File: src/rtl/controlador_varredura_display.sv
// Time-multiplexed scan controller for an N-digit common-anode 7-segment
// display sharing one code-to-segment decoder. Each digit slot is a short
// blanking gap followed by the lit period; new content takes effect only at
// frame boundaries (or immediately while idle).
module controlador_varredura_display #(
    parameter int N_DIGITS         = 4,
    parameter int PRESCALE         = 50000,
    parameter int BLANK_CYCLES     = 16,
    parameter bit DIGIT_ACTIVE_LOW = 1'b1
) (
    input  logic                        CLK,
    input  logic                        RST,
    input  logic                        ENABLE,
    input  logic                        LOAD,
    input  logic [4*N_DIGITS-1:0]       VALUES,
    input  logic [N_DIGITS-1:0]         BLANK_MASK,
    output logic [3:0]                  D7SEG,
    output logic [N_DIGITS-1:0]         DIGIT_SEL,
    output logic [$clog2(N_DIGITS)-1:0] CUR_DIGIT,
    output logic                        LOAD_ACK,
    output logic                        FRAME_TICK
);

    localparam int IDX_W = $clog2(N_DIGITS);
    localparam int CNT_W = $clog2(PRESCALE);

    // Terminal counts of the blank and show phases inside one slot
    localparam logic [CNT_W-1:0] BLANK_LAST = CNT_W'(BLANK_CYCLES - 1);
    localparam logic [CNT_W-1:0] SHOW_LAST  = CNT_W'(PRESCALE - BLANK_CYCLES - 1);
    localparam logic [IDX_W-1:0] IDX_LAST   = IDX_W'(N_DIGITS - 1);

    localparam logic                OFF_LVL = DIGIT_ACTIVE_LOW;
    localparam logic                ON_LVL  = ~DIGIT_ACTIVE_LOW;
    localparam logic [N_DIGITS-1:0] ALL_OFF = {N_DIGITS{OFF_LVL}};

    typedef enum logic [1:0] {
        ST_IDLE  = 2'd0,
        ST_BLANK = 2'd1,
        ST_SHOW  = 2'd2
    } state_t;

    state_t                  state_q, state_d;
    logic [CNT_W-1:0]        cnt_q, cnt_d;
    logic [IDX_W-1:0]        idx_q, idx_d;

    logic [4*N_DIGITS-1:0]   act_val_q, act_val_d;
    logic [N_DIGITS-1:0]     act_mask_q, act_mask_d;
    logic [4*N_DIGITS-1:0]   pend_val_q, pend_val_d;
    logic [N_DIGITS-1:0]     pend_mask_q, pend_mask_d;
    logic                    pend_q, pend_d;

    logic [3:0]              d7seg_q, d7seg_d;
    logic [N_DIGITS-1:0]     digit_sel_q, digit_sel_d;
    logic [IDX_W-1:0]        cur_digit_q, cur_digit_d;
    logic                    load_ack_q, load_ack_d;
    logic                    frame_tick_q, frame_tick_d;

    logic                    wrap;
    logic                    commit;

    // Pick the 4-bit code of digit i out of the packed value word
    function automatic logic [3:0] nibble_at(input logic [4*N_DIGITS-1:0] v,
                                             input logic [IDX_W-1:0]      i);
        logic [3:0] r;
        r = '0;
        for (int k = 0; k < N_DIGITS; k++) begin
            if (i == IDX_W'(k)) begin
                r = v[4*k +: 4];
            end
        end
        return r;
    endfunction

    // Enable vector with only digit i lit, in the configured polarity
    function automatic logic [N_DIGITS-1:0] digit_on(input logic [IDX_W-1:0] i);
        logic [N_DIGITS-1:0] r;
        r = ALL_OFF;
        for (int k = 0; k < N_DIGITS; k++) begin
            if (i == IDX_W'(k)) begin
                r[k] = ON_LVL;
            end
        end
        return r;
    endfunction

    // Scan sequencing: IDLE -> (BLANK -> SHOW) per digit, wrapping each frame
    always_comb begin
        state_d = state_q;
        cnt_d   = cnt_q;
        idx_d   = idx_q;
        wrap    = 1'b0;
        case (state_q)
            ST_IDLE: begin
                cnt_d = '0;
                idx_d = '0;
                if (ENABLE) begin
                    state_d = ST_BLANK;
                end
            end
            ST_BLANK: begin
                if (!ENABLE) begin
                    state_d = ST_IDLE;
                    cnt_d   = '0;
                    idx_d   = '0;
                end else if (cnt_q == BLANK_LAST) begin
                    state_d = ST_SHOW;
                    cnt_d   = '0;
                end else begin
                    cnt_d = cnt_q + CNT_W'(1);
                end
            end
            ST_SHOW: begin
                if (!ENABLE) begin
                    state_d = ST_IDLE;
                    cnt_d   = '0;
                    idx_d   = '0;
                end else if (cnt_q == SHOW_LAST) begin
                    state_d = ST_BLANK;
                    cnt_d   = '0;
                    wrap    = (idx_q == IDX_LAST);
                    idx_d   = (idx_q == IDX_LAST) ? '0 : idx_q + IDX_W'(1);
                end else begin
                    cnt_d = cnt_q + CNT_W'(1);
                end
            end
            default: begin
                state_d = ST_IDLE;
                cnt_d   = '0;
                idx_d   = '0;
            end
        endcase
    end

    // Content staging: LOAD fills pending; pending (or a coincident LOAD)
    // becomes active while idle or on the frame wrap. A request left pending
    // when scanning stops is committed on the first idle cycle.
    always_comb begin
        commit      = (LOAD || pend_q) && ((state_q == ST_IDLE) || wrap);
        act_val_d   = act_val_q;
        act_mask_d  = act_mask_q;
        pend_val_d  = pend_val_q;
        pend_mask_d = pend_mask_q;
        pend_d      = pend_q;
        if (commit) begin
            act_val_d  = LOAD ? VALUES     : pend_val_q;
            act_mask_d = LOAD ? BLANK_MASK : pend_mask_q;
            pend_d     = 1'b0;
        end else if (LOAD) begin
            pend_val_d  = VALUES;
            pend_mask_d = BLANK_MASK;
            pend_d      = 1'b1;
        end
    end

    // Output decode from the next state so every output is a flop that
    // matches the state it accompanies; the code is stable through BLANK
    // before the digit enable turns on in SHOW
    always_comb begin
        d7seg_d     = nibble_at(act_val_d, idx_d);
        digit_sel_d = ALL_OFF;
        if ((state_d == ST_SHOW) && !act_mask_d[idx_d]) begin
            digit_sel_d = digit_on(idx_d);
        end
        cur_digit_d  = (state_d == ST_IDLE) ? '0 : idx_d;
        load_ack_d   = commit;
        frame_tick_d = wrap;
    end

    // State, content and output registers with asynchronous reset
    always_ff @(posedge CLK or posedge RST) begin
        if (RST) begin
            state_q      <= ST_IDLE;
            cnt_q        <= '0;
            idx_q        <= '0;
            act_val_q    <= '0;
            act_mask_q   <= '1;
            pend_val_q   <= '0;
            pend_mask_q  <= '0;
            pend_q       <= 1'b0;
            d7seg_q      <= '0;
            digit_sel_q  <= ALL_OFF;
            cur_digit_q  <= '0;
            load_ack_q   <= 1'b0;
            frame_tick_q <= 1'b0;
        end else begin
            state_q      <= state_d;
            cnt_q        <= cnt_d;
            idx_q        <= idx_d;
            act_val_q    <= act_val_d;
            act_mask_q   <= act_mask_d;
            pend_val_q   <= pend_val_d;
            pend_mask_q  <= pend_mask_d;
            pend_q       <= pend_d;
            d7seg_q      <= d7seg_d;
            digit_sel_q  <= digit_sel_d;
            cur_digit_q  <= cur_digit_d;
            load_ack_q   <= load_ack_d;
            frame_tick_q <= frame_tick_d;
        end
    end

    assign D7SEG      = d7seg_q;
    assign DIGIT_SEL  = digit_sel_q;
    assign CUR_DIGIT  = cur_digit_q;
    assign LOAD_ACK   = load_ack_q;
    assign FRAME_TICK = frame_tick_q;

endmodule

File: config.mk
export PLATFORM = sky130hd
export DESIGN_NAME = controlador_varredura_display
export DESIGN_NICKNAME = d
export VERILOG_FILES = /design/src/rtl/controlador_varredura_display.sv
export SDC_FILE = /design/constraint.sdc
export NUM_CORES = 1
export LEC_CHECK = 0
export ABC_AREA = 0
export ABC_CLOCK_PERIOD_IN_PS = 3700
export CORE_MARGIN = 10
export CORE_UTILIZATION = 53
export CTS_CLUSTER_SIZE = 40
export DETAILED_ROUTE_END_ITERATION = 8
export DONT_BUFFER_PORTS = 1
export PLACE_DENSITY = 0.75
export SKIP_LAST_GASP = 1
export SLEW_MARGIN = 30
export SYNTH_ARGS = -nofsm -noshare
export SYNTH_HDL_FRONTEND = slang
export SYNTH_SLANG_ARGS = --single-unit
File: constraint.sdc
create_clock -name CLK -period 3.7 [get_ports CLK]
set_input_delay 0.555 -clock CLK [delete_from_list [all_inputs] [get_ports CLK]]
set_output_delay 0.555 -clock CLK [all_outputs]
set_load 0.02 [all_outputs]
; ---- Yosys cells after proc, flatten, opt, wreduce, memory -nomap -nowiden
; Cells that the tools add are included.
[totals]
input_bits = 24
regBits = 73
out_inout_bits = 12
[classes]
n_mux = 37
addsub = 2
order_cmp = 1
n_reduce_logical = 9
n_eq_ne = 9
[op_table]
columns = op, count
row1 = $mux 16, 6
row2 = $pmux 16 s2, 1
row3 = $mux 4, 7
row4 = $mux 2, 10
row5 = $add 16x1->16 const B, 1
row6 = $eq 16x16->1 const B, 1
row7 = $eq 16x4->1 const B, 1
row8 = $eq 2x2->1 const B, 5
row9 = $mux 1, 10
row10 = $logic_not 2->1, 3
row11 = $pmux 2 s3, 1
row12 = $eq 2x1->1 const B, 2
row13 = $pmux 2 s2, 1
row14 = $lt 2x3->1 const B, 1
row15 = $add 2x1->2 const B, 1
row16 = $bmux 1 s2, 1
row17 = $logic_and 1x1->1, 2
row18 = $logic_or 1x1->1, 2
row19 = $reduce_bool 2->1, 1
row20 = $logic_not 1->1, 1

; ---- Logic depth before layout (Yosys ltp)
; Gate-level depths: netlist of run 1.
[depth]
depth_word = 12
mapped_depth = 10

; ---- Worst setup path after synthesis of run 1
; OpenSTA, ideal clock, no wires.
[synth_path]
path_kind = register to register
start = register cnt_q[0]
end = register d7seg_q[1], in the netlist D7SEG[1]
t_arrival_ns = 2.311
period_less_slack_ns = 2.415
setup_slack_ns = 1.285
path_stages_with_launch = 10
required_ns = 3.596
cell_sequence = dfrtp_1 > ha_1 > and3_1 > buf_2 > nand4_2 > or4_4 > a31oi_4 > buf_6 > mux2_2 > a221oi_1
[synth_between]
elab_cells_between_ends = 18
classes_between = eq/ne: 4 / mux: 11 / reduce/logical: 3
[synth_lines]
columns = item, line
row1 = start: declaration, 43  ; logic [CNT_W-1:0] cnt_q, cnt_d;
row2 = start signal: assignment, 187  ; cnt_q <= cnt_d;
row3 = $eq 16x16->1 *, 117  ; end else if (cnt_q == SHOW_LAST) begin
row4 = $mux 2 *, 117
row5 = $mux 2 *, 113  ; if (!ENABLE) begin
row6 = $pmux 2 s2 *, 92  ; case (state_q)
row7 = via idx_d[0], 44  ; logic [IDX_W-1:0] idx_q, idx_d;
row8 = $logic_not 2->1, 67  ; if (i == IDX_W'(k)) begin
row9 = $mux 4 (3 in series), 67
row10 = $mux 4 *, 67
row11 = via d7seg_d[1], 52  ; logic [3:0] d7seg_q, d7seg_d;
row12 = end signal: assignment, 194  ; d7seg_q <= d7seg_d;
row13 = end: declaration, 52
; The timed path passes the listed nets; every way through them passes the cells marked *.
; A chain may end at the register's enable or synchronous reset.

; ---- Final worst setup path of run 1
[layout_path]
start = register state_q[0]
end = register d7seg_q[0], in the netlist D7SEG[0]
[layout_between]
elab_chain_len = 9
elab_cells_between_ends = 16
classes_between = eq/ne: 5 / mux: 7 / reduce/logical: 4
[layout_lines]
columns = item, line
row1 = start: declaration, 42  ; state_t state_q, state_d;
row2 = start signal: assignment, 186  ; state_q <= state_d;
row3 = $eq 2x2->1, 92
row4 = $mux 1, 92
row5 = $logic_or 1x1->1, 138  ; commit = (LOAD || pend_q) && ((state_q == ST_IDLE) || wrap);
row6 = $logic_and 1x1->1, 138
row7 = $mux 16, 144  ; if (commit) begin
row8 = $mux 4 (3 in series), 67
row9 = $mux 4 *, 67
row10 = via d7seg_d[0], 52
; Marks and branches as above.

==> metrics.cfg, run 1 <==
[sta]
timing.hold.ws_ns=0.204
max_slew_margin_pct=49.7
setup_viol_count_final=0
rsz0062_at_grt=false
tightest_slew_ns=0.754
fin_crit_ns=2.74
fin_skew_ns=0.0137
post-route-period-util_pct=74.1
fmax_mhz=365
final_max_slew_viol_count=0
hold_violations=0
tns_ns=0

[clocking]
cts_resized=0
numCtsBuffers=9
cts_max_level=3
cts_hold_buffers=0
clkTransAtPathRegs_ns=0.09
cts.sinks=73
cts_buffer_depth=2
cts_setup_buffers=0
cts_tree=yes
clock_latency_ns=0.36
clk_root_buffer_cell=clkbuf_8

[outcome]
status=finished clean

[logic_synthesis]
synth-edff-count=0
synthArstFlopShare_pct=100
syn_area_per_cell_um2=10.8
synth_top_area_cell=dfrtp_1
muxShareOfSynthArea_pct=15.8
synth_fa_ha_area_share_pct=1.96
synth_area_leaders=dfrtp_1 (42%), mux2i_1 (7.8%), mux2_2 (7.4%), dfstp_2 (5.5%), nor2_1 (3.7%)
synthDistinctLibCells=55
yosysTopAreaCellShare_pct=42.5
synth_ff_type=dfrtp_1
synth.most_common_cell=dfrtp_1
syn_nets=385
synth_simple_gate_area_share_pct=16.5
netlist_instances=355
synth_area_mm2=0.00383
yosys_warnings=0
synthTopCellsByCount=dfrtp_1 (65), nor2_1 (38), mux2i_1 (30)
synth_compound_area_share_pct=9.61
synth_xor_area_share_pct=2.97
synth_top_family_by_area=simple AND/OR/NAND/NOR gates
synth-seq-area-share_pct=48.0
synth-seq-cells=73

[layout]
drive_gt1_share_pct=19.3
fin_area_mm2=0.00406
nets=382
n_antenna_cell=0
areaGrowthSynthToFinish_pct=6.05

[worst_setup_path]
worst_ep_required_time_ns=3.96
startpoint_type=flip-flop
cpMostUsedCell=inv_1
critPathMaxStageDelay_ns=0.56
path_max_fanout=12
cpMaxStageDelayCell=or4_4
r2r_start=state_q[0]
endpoint_kind=flip-flop
cp.arrival_ns=3.00
reg2reg_to=D7SEG[0]
critical_path_class=flip-flop to flip-flop
path_cells=inv_1 > ha_1 > inv_1 > or4_4 > a31oi_4 > mux2_2 > a221oi_1
r2r_slack_ns=0.96
rr_worst_depth=7

[global_route]
antenna_found_initial=0
overflow=0
grt_pass1_vias=2542
grt_pass1_wl_um=12900
grtUsageTotal_pct=14.1
grt_max_degree=38

[pwr]
p_int_mw=1.67
finalPower_mw=2.58
p_switching_mw=0.907
p_comb_share_pct=30.3
leakage_nw=1.74
seq_power_share_pct=46.8
p_per_area_mw_per_mm2=635
clkPwrFrac_pct=22.9
swShare_pct=35.2
vdd_drop_max_uv=381

[die]
start_util_pct=55.4
fp.dieH_um=105
core_mm2=0.00691
io_pins=36
row_count=30
dieArea_mm2=0.0110
chipWidth_um=105

[route]
ant_nets=0
drc=0
drt-total-wl_um=7530
first_iter_violations=81
drt-vias-per-instance=5.71
drtPass1Iterations=4
route.vias.total=2587
avgRoutedWirePerCell_um=16.6

[placement]
dpl_cell_area_mm2=0.00387
hpwl_um=5310
place.port_buffers=0
gp_congestion=0.844

[hold_path]
worstHoldPathType=primary input to asynchronous set/reset pin

[job]
drv_cap=0

[power groups by stage]
| stage | combinational (mW) | clock (mW) | sequential [mW] |
|---|---|---|---|
| 5_1_grt | 0.881 | 0.639 | 1.24 |
| 4_1_cts | 0.783 | 0.609 | 1.21 |
| 2_1_floorplan | 0.664 | 0 | 1.19 |
| 6_report | 0.781 | 0.590 | 1.21 |
| 3_3_place_gp | 0.751 | 0 | 1.21 |
| 3_5_place_dp | 0.780 | 0 | 1.22 |
[metal layers]
metal	share of wire [%]	vias to the layer above	global-route usage [%]	wire length [µm]
li1	-	1258	-	-
met4	0.97	0	5.20	73
met3	8.0	7	5.41	606
met2	44	57	20.0	3300
met1	47	1265	18.8	3550
met5	0	-	0	0
[how the worst max path moves through the flow]
stage | startpoint | to | depth (start not counted)
finish | state_q[0] | D7SEG[0] | 7
global route | cnt_q[0] | DIGIT_SEL[1] | 8
CTS | state_q[0] | D7SEG[0] | 7
detailed placement | state_q[0] | D7SEG[0] | 7
global placement | state_q[0] | D7SEG[3] | 7
floorplan | cnt_q[0] | D7SEG[1] | 9
[placed cells by master (no fill, tap or decap), types with 7 or more instances in the layout]
| cell type | Yosys | routed |
|---|---|---|
| mux2i_1 | 30 | 30 |
| a221oi_1 | 7 | 7 |
| nand3_1 | 10 | 10 |
| nor2b_1 | 9 | 9 |
| inv_1 | 21 | 20 |
| nand2_1 | 23 | 23 |
| dfstp_2 | 8 | 8 |
| mux2_2 | 25 | 25 |
| clkbuf_8 | 2 | 9 |
| nor3_1 | 8 | 8 |
| xor2_1 | 7 | 7 |
| nor2_1 | 38 | 38 |
| dfrtp_1 | 65 | 65 |
| a21oi_1 | 14 | 14 |
[sequential cells by signal, indices dropped and copies added (netlist names)]
name         flops
pend_mask_q      4
pend_val_q      16
act_val_q       16
pend_q           1
cnt_q           16
FRAME_TICK       1
D7SEG            4
DIGIT_SEL        4
state_q          2
act_mask_q       4
idx_q            2
LOAD_ACK         1
CUR_DIGIT        2
[critical path, delay by kind of cell (launching register included)]
kind | cells | cell delay, ns
compound gates | 2 | 0.72
fa+ha+maj | 1 | 0.33
buf+inv | 2 | 0.22
flops | 1 | 0.42
mux | 1 | 0.40
simple gates | 1 | 0.56
[layout make-up]
class                   count  area, µm²
inverters                  21       78.8
repair buffers              6       45.0
clock inverters             7       61.3
fillers                   590       2850
well taps                  96        120
flip-flops and latches     73       1840
clock buffers               9        124
multi-input cells         241       1790
[stage by stage]
stage          util, %  setup WS, ns  std cells
2_1_floorplan        -          1.28        355
3_3_place_gp      56.1          1.01        437
3_5_place_dp      56.1         0.979        437
4_1_cts           58.8         0.960        453
5_1_grt           58.8         0.716        453
6_report          58.8         0.958        453
[cells by family (layout without fill, tap and decap cells)]
group | Yosys count | in the layout
compound gates | 47 | 47
buf+inv | 41 | 43
mux | 56 | 56
fa+ha+maj | 6 | 6
flops | 73 | 73
simple gates | 119 | 119
xor+xnor | 13 | 13
Power figures use the tool's default switching activity.
==> inputs of run 2 (changes only) <==
- ABC_CLOCK_PERIOD_IN_PS: 3700 -> 2300
- PLACE_DENSITY: 0.75 -> 0.78
- clock period: 3.7 -> 2.3 ns (I/O delays scaled with it)
==> run 2 against run 1 <==
Against the previous run:
- the flow now finishes with violations (negative setup slack)
- via count rose by 20%
- clock power rose by 86%
- sequential share of layout area fell by 6.3 points
- sequential power rose by 62%
- worst hold slack got worse by 0.077 ns
- highest routed layer unchanged
- combinational power rose by 130%
==> metrics.cfg, run 2 (synthesis results as in run 1) <==
[route]
first_iter_violations=243  ; +200%
drc=0  ; unchanged
drt-vias-per-instance=6.16  ; +7.8%
drtPass1Iterations=7  ; +3
avgRoutedWirePerCell_um=20.8  ; +25%
ant_nets=0  ; unchanged
drt-total-wl_um=10500  ; +39%
route.vias.total=3110  ; +20%

[global_route]
overflow=0  ; unchanged
antenna_found_initial=0  ; unchanged
grt_pass1_vias=2883  ; +13%
grt_pass1_wl_um=14600  ; +14%
grt_max_degree=31  ; -18%
grtUsageTotal_pct=16.4  ; +2.4 points

[layout]
areaGrowthSynthToFinish_pct=23.1
nets=435  ; +14%
mostFrequentLayoutCell=dfrtp_1
n_antenna_cell=0  ; unchanged
final.fill_count=505  ; -14%
reg_top3=act_val_q: 16 flops, cnt_q: 16 flops, pend_val_q: 16 flops
layout_common_cells=dfrtp_1 (65), buf_4 (46), nor2_1 (36)
post-route-util_pct=68.2  ; +9.4 points
drive_gt1_share_pct=32.5  ; +13 points

[clocking]
cts_max_level=3  ; unchanged
clkTransAtPathRegs_ns=0.08  ; about the same
cts_tree=yes
clock_latency_ns=0.36  ; about the same
clk_root_buffer_cell=clkbuf_8
cts.sinks=73  ; unchanged
numCtsBuffers=9  ; unchanged
cts_buffer_depth=2  ; unchanged

[sta]
tightest_slew_ns=0.664  ; -0.0894 ns
fin_skew_ns=0.0148  ; +0.00109 ns
fin_crit_ns=2.57  ; -0.171 ns
post-route-period-util_pct=112  ; +38 points
hold_violations=0  ; unchanged
setup_viol_count_final=39  ; +39
tns_ns=-5.55  ; -5.55 ns
final_max_slew_viol_count=0  ; unchanged
layout_setup_ws_ns=-0.270  ; -1.23 ns
max_slew_margin_pct=55.7  ; +6.0 points
rsz0062_at_grt=true
timing.hold.ws_ns=0.127  ; -0.0766 ns
fmax_mhz=389  ; +6.7%

[hold_path]
worstHoldPathType=primary input to flip-flop
hold_end=pend_val_q[12]
hold_depth=1
hp-start=VALUES[12]

[worst_setup_path]
startpoint_type=flip-flop
critPathMaxStageDelay_ns=0.46  ; -0.10 ns
worst_ep_required_time_ns=2.56  ; -1.40 ns
path_max_fanout=4  ; -8
critical_path_class=flip-flop to flip-flop
reg2reg_to=D7SEG[3]
cpMaxStageDelayCell=or4_4
rr_worst_depth=7  ; unchanged
endpoint_kind=flip-flop
r2r_slack_ns=-0.27  ; -1.23 ns
r2r_start=cnt_q[7]
cp.arrival_ns=2.83  ; -0.17 ns
path_cells=nor4_4 > nand4_4 > or4_4 > a31oi_4 > buf_6 > mux2_2 > a221oi_2

[die]
fp.dieH_um=105  ; unchanged
row_count=30  ; unchanged
chipWidth_um=105  ; unchanged
io_pins=36  ; unchanged
start_util_pct=55.4  ; unchanged
core_mm2=0.00691  ; unchanged
dieArea_mm2=0.0110  ; unchanged

[placement]
place.port_buffers=0  ; unchanged
place_worst_setup_slack_ns=-0.166  ; -1.14 ns
gp_congestion=0.839  ; -0.62%
hpwl_um=5970  ; +13%

[pwr]
leakage_nw=2.08  ; +20%
vdd_drop_max_uv=655  ; +72%
p_per_area_mw_per_mm2=1030  ; +62%

[outcome]
status=complete, but fails checks
violations=negative setup slack

[job]
drv_cap=0  ; unchanged

-- run 2: changes by cell type in the layout (fill, tap and decap cells not counted), sizes merged --
| cell | delta |
|---|---|
| bufinv | +2 |
| inv | -5 |
| bufbuf | +1 |
| dlygate4sd3 | +1 |
| clkinvlp | -1 |
| buf | +49 |
| clkbuf | +3 |
| clkinv | +2 |
-- run 2: timing repair --
item	CTS	global route
hold endpoints to repair	24	0
setup endpoints to repair	31	32
setup buffers	6	8
cloned	1	3
hold buffers	1	0
gates resized for setup	22	9
pin swaps	5	2
-- run 2: final cells by class --
class	count	area [µm²]	share of cell area, %
Clock inverter	5	81.3	1.73
Timing Repair Buffer	59	569	12.1
Clock buffer	10	128	2.71
Inverter	21	78.8	1.67
Multi-Input combinational cell	241	1900	40.3
Sequential cell	73	1840	39.0
Tap cell	96	120	2.55
-- run 2: worst max path at each step --
stage | start | end
after global routing | cnt_q[7] | D7SEG[3]
after detailed placement | cnt_q[10] | DIGIT_SEL[1]
after global placement | cnt_q[10] | CUR_DIGIT[1]
after CTS | cnt_q[7] | D7SEG[3]
after floorplan | cnt_q[0] | D7SEG[1]
final | cnt_q[7] | D7SEG[3]
-- run 2: per-layer routing --
metal | up-vias | routed length (µm) | share of wire, % | GRT usage (%)
met1 | 1541 | 4270 | 41 | 20.0
met4 | 0 | 393 | 3.7 | 9.22
met2 | 167 | 4920 | 47 | 25.2
met3 | 38 | 903 | 8.6 | 5.10
li1 | 1364 | - | - | -
met5 | - | 0 | 0 | 0
-- run 2: worst max-delay path, delay by kind of cell, from the launching register on --
kind / cells / cell delay (ns)
AND/OR/NAND/NOR: 3 / 1.05
AO/OA/AOI/OAI: 2 / 0.50
buffers and inverters: 1 / 0.16
multiplexers: 1 / 0.35
flip-flops: 1 / 0.42
-- run 2: stage by stage --
step           instance area [µm²]  cells  power (mW)
6_report                      4710    505        4.85
5_1_grt                       4710    505        5.08
4_1_cts                       4560    494        4.62
3_5_place_dp                  4170    471        3.34
3_3_place_gp                  4170    471        3.25
2_1_floorplan                 3840    355        2.98
-- run 2: where the power goes --
| part | switching [mW] | internal, mW |
|---|---|---|
| Sequential | 0.258 | 1.70 |
| Clock | 0.494 | 0.605 |
| Combinational | 0.918 | 0.872 |
| Total | 1.67 | 3.18 |
==> inputs of run 3 (changes only) <==
- ABC_CLOCK_PERIOD_IN_PS: 2300 -> 2880
- PLACE_DENSITY: 0.78 -> 0.75
- clock period: 2.3 -> 2.88 ns (I/O delays scaled with it)
==> run 3 against run 2 <==
Against the previous run:
- the flow now finishes without violations
- first-iteration DRC count fell by 36%
- count of clock-buffer cells in the layout fell by 1
- cell area fell by 13%
- routed wire length fell by 28%
- clock power fell by 31%
- sequential power fell by 21%
- register-to-register slack improved by 0.49 ns
==> metrics.cfg, run 3 (synthesis results as in run 1) <==
[die]
fp.dieH_um=105  ; unchanged
core_mm2=0.00691  ; unchanged
io_pins=36  ; unchanged
chipWidth_um=105  ; unchanged
row_count=30  ; unchanged
dieArea_mm2=0.0110  ; unchanged
start_util_pct=55.4  ; unchanged

[worst_setup_path]
path_max_fanout=8  ; +4
critical_path_class=flip-flop to flip-flop
critPathMaxStageDelay_ns=0.47  ; about the same
r2r_slack_ns=0.22  ; +0.49 ns
rr_worst_depth=7  ; unchanged
cp.arrival_ns=2.92  ; +0.09 ns
r2r_start=cnt_q[0]
cpMaxStageDelayCell=or4_4
startpoint_type=flip-flop
crit_start=cnt_q[0]
crit_path_end=D7SEG[2]
endpoint_kind=flip-flop
reg2reg_to=D7SEG[2]
worst_ep_required_time_ns=3.14  ; +0.58 ns
path_cells=ha_1 > and3_1 > nand4_2 > or4_4 > a31oi_4 > mux4_2 > a221oi_1

[clocking]
numCtsBuffers=9  ; unchanged
clkTransAtPathRegs_ns=0.09  ; about the same
cts.sinks=73  ; unchanged
cts_max_level=3  ; unchanged
clock_latency_ns=0.37  ; about the same
cts_buffer_depth=2  ; unchanged
cts_resized=0  ; -100%
cts_hold_buffers=0  ; -1
cts_setup_buffers=0  ; -6
clk_root_buffer_cell=clkbuf_8
cts_tree=yes

[route]
drtPass1Iterations=6  ; -1
drt-total-wl_um=7600  ; -28%
avgRoutedWirePerCell_um=16.6  ; -20%
first_iter_violations=155  ; -36%
route.vias.total=2635  ; -15%
ant_nets=0  ; unchanged
drt-vias-per-instance=5.75  ; -6.6%
drc=0  ; unchanged

[sta]
final_max_slew_viol_count=0  ; unchanged
fin_skew_ns=0.0176  ; +0.00280 ns
setup_viol_count_final=0  ; -100%
post-route-period-util_pct=92.3  ; -19 points
max_slew_margin_pct=53.0  ; -2.6 points
fin_crit_ns=2.66  ; +0.0892 ns
tightest_slew_ns=0.702  ; +0.0378 ns
hold_violations=0  ; unchanged
tns_ns=0  ; +5.55 ns
fmax_mhz=376  ; -3.4%
rsz0062_at_grt=false

[global_route]
grt_pass1_wl_um=13000  ; -11%
overflow=0  ; unchanged
antenna_found_initial=0  ; unchanged
grt_pass1_vias=2545  ; -12%
grt_max_degree=30  ; -3.2%
grtUsageTotal_pct=14.3  ; -2.1 points

[placement]
place.port_buffers=0  ; unchanged
hpwl_um=5460  ; -8.6%
gp_congestion=0.898  ; +7.0%

[layout]
areaGrowthSynthToFinish_pct=6.96
layout_common_cells=dfrtp_1 (65), nor2_1 (38), mux2i_1 (30)
mostFrequentLayoutCell=dfrtp_1
n_antenna_cell=0  ; unchanged
drive_gt1_share_pct=20.4  ; -12 points
post-route-util_pct=59.3  ; -8.9 points
final.fill_count=607  ; +20%
multiInputGateArea_mm2=0.00179  ; -5.5%
nets=387  ; -11%
reg_top3=act_val_q: 16 flops, cnt_q: 16 flops, pend_val_q: 16 flops
regArea_mm2=0.00184  ; unchanged

[job]
drv_cap=0  ; unchanged

[pwr]
p_per_area_mw_per_mm2=811  ; -21%
leakage_nw=1.76  ; -15%
vdd_drop_max_uv=488  ; -25%

[hold_path]
worstHoldPathType=primary input to asynchronous set/reset pin

[outcome]
status=finished clean

-- run 3: routing by layer --
metal	up-vias	track usage, %	routed length (µm)
met5	-	0	0
met4	0	4.61	115
met3	13	6.51	689
met2	81	20.5	3380
met1	1278	18.8	3410
li1	1263	-	-
-- run 3: worst min path at each step --
stage / to / slack (ns) / cells after the start
after global placement: pend_mask_q[2] / 0.41 / 1
final: pend_val_q[4] / 0.01 / 1
after global routing: pend_val_q[3] / 0.04 / 1
after CTS: pend_val_q[0] / 0.02 / 1
after floorplan: cnt_q[0] / 0.43 / 1
after detailed placement: pend_mask_q[0] / 0.42 / 1
-- run 3: critical path: cells and delay by family, from the launching register on --
family	cells	cell delay (ns)
adders and majority gates	1	0.21
and+or+nand+nor	3	0.95
AOI/OAI and AO/OA	2	0.67
DFF	1	0.37
muxes	1	0.35
-- run 3: layout make-up --
class	count	area share, %
Inverter	21	1.93
Timing Repair Buffer	11	2.02
Clock inverter	7	1.44
Sequential cell	73	44.9
Clock buffer	9	3.03
Multi-Input combinational cell	241	43.8
Tap cell	96	2.93
-- run 3: through the flow --
stage / power (mW) / hold slack (ns) / cell area (µm²) / std cells / worst slack, ns
6_report: 3.32 / 0.0120 / 4090 / 458 / 0.220
5_1_grt: 3.55 / 0.0400 / 4090 / 458 / 0.0736
4_1_cts: 3.34 / 0.0183 / 4090 / 458 / 0.212
3_5_place_dp: 2.58 / 0.418 / 3910 / 442 / 0.224
3_3_place_gp: 2.53 / 0.414 / 3910 / 442 / 0.314
2_1_floorplan: 2.38 / 0.432 / 3830 / 355 / 0.465
-- run 3: report_power, final --
part	internal (mW)	switching (mW)
registers	1.36	0.195
clock network	0.327	0.436
logic	0.459	0.544
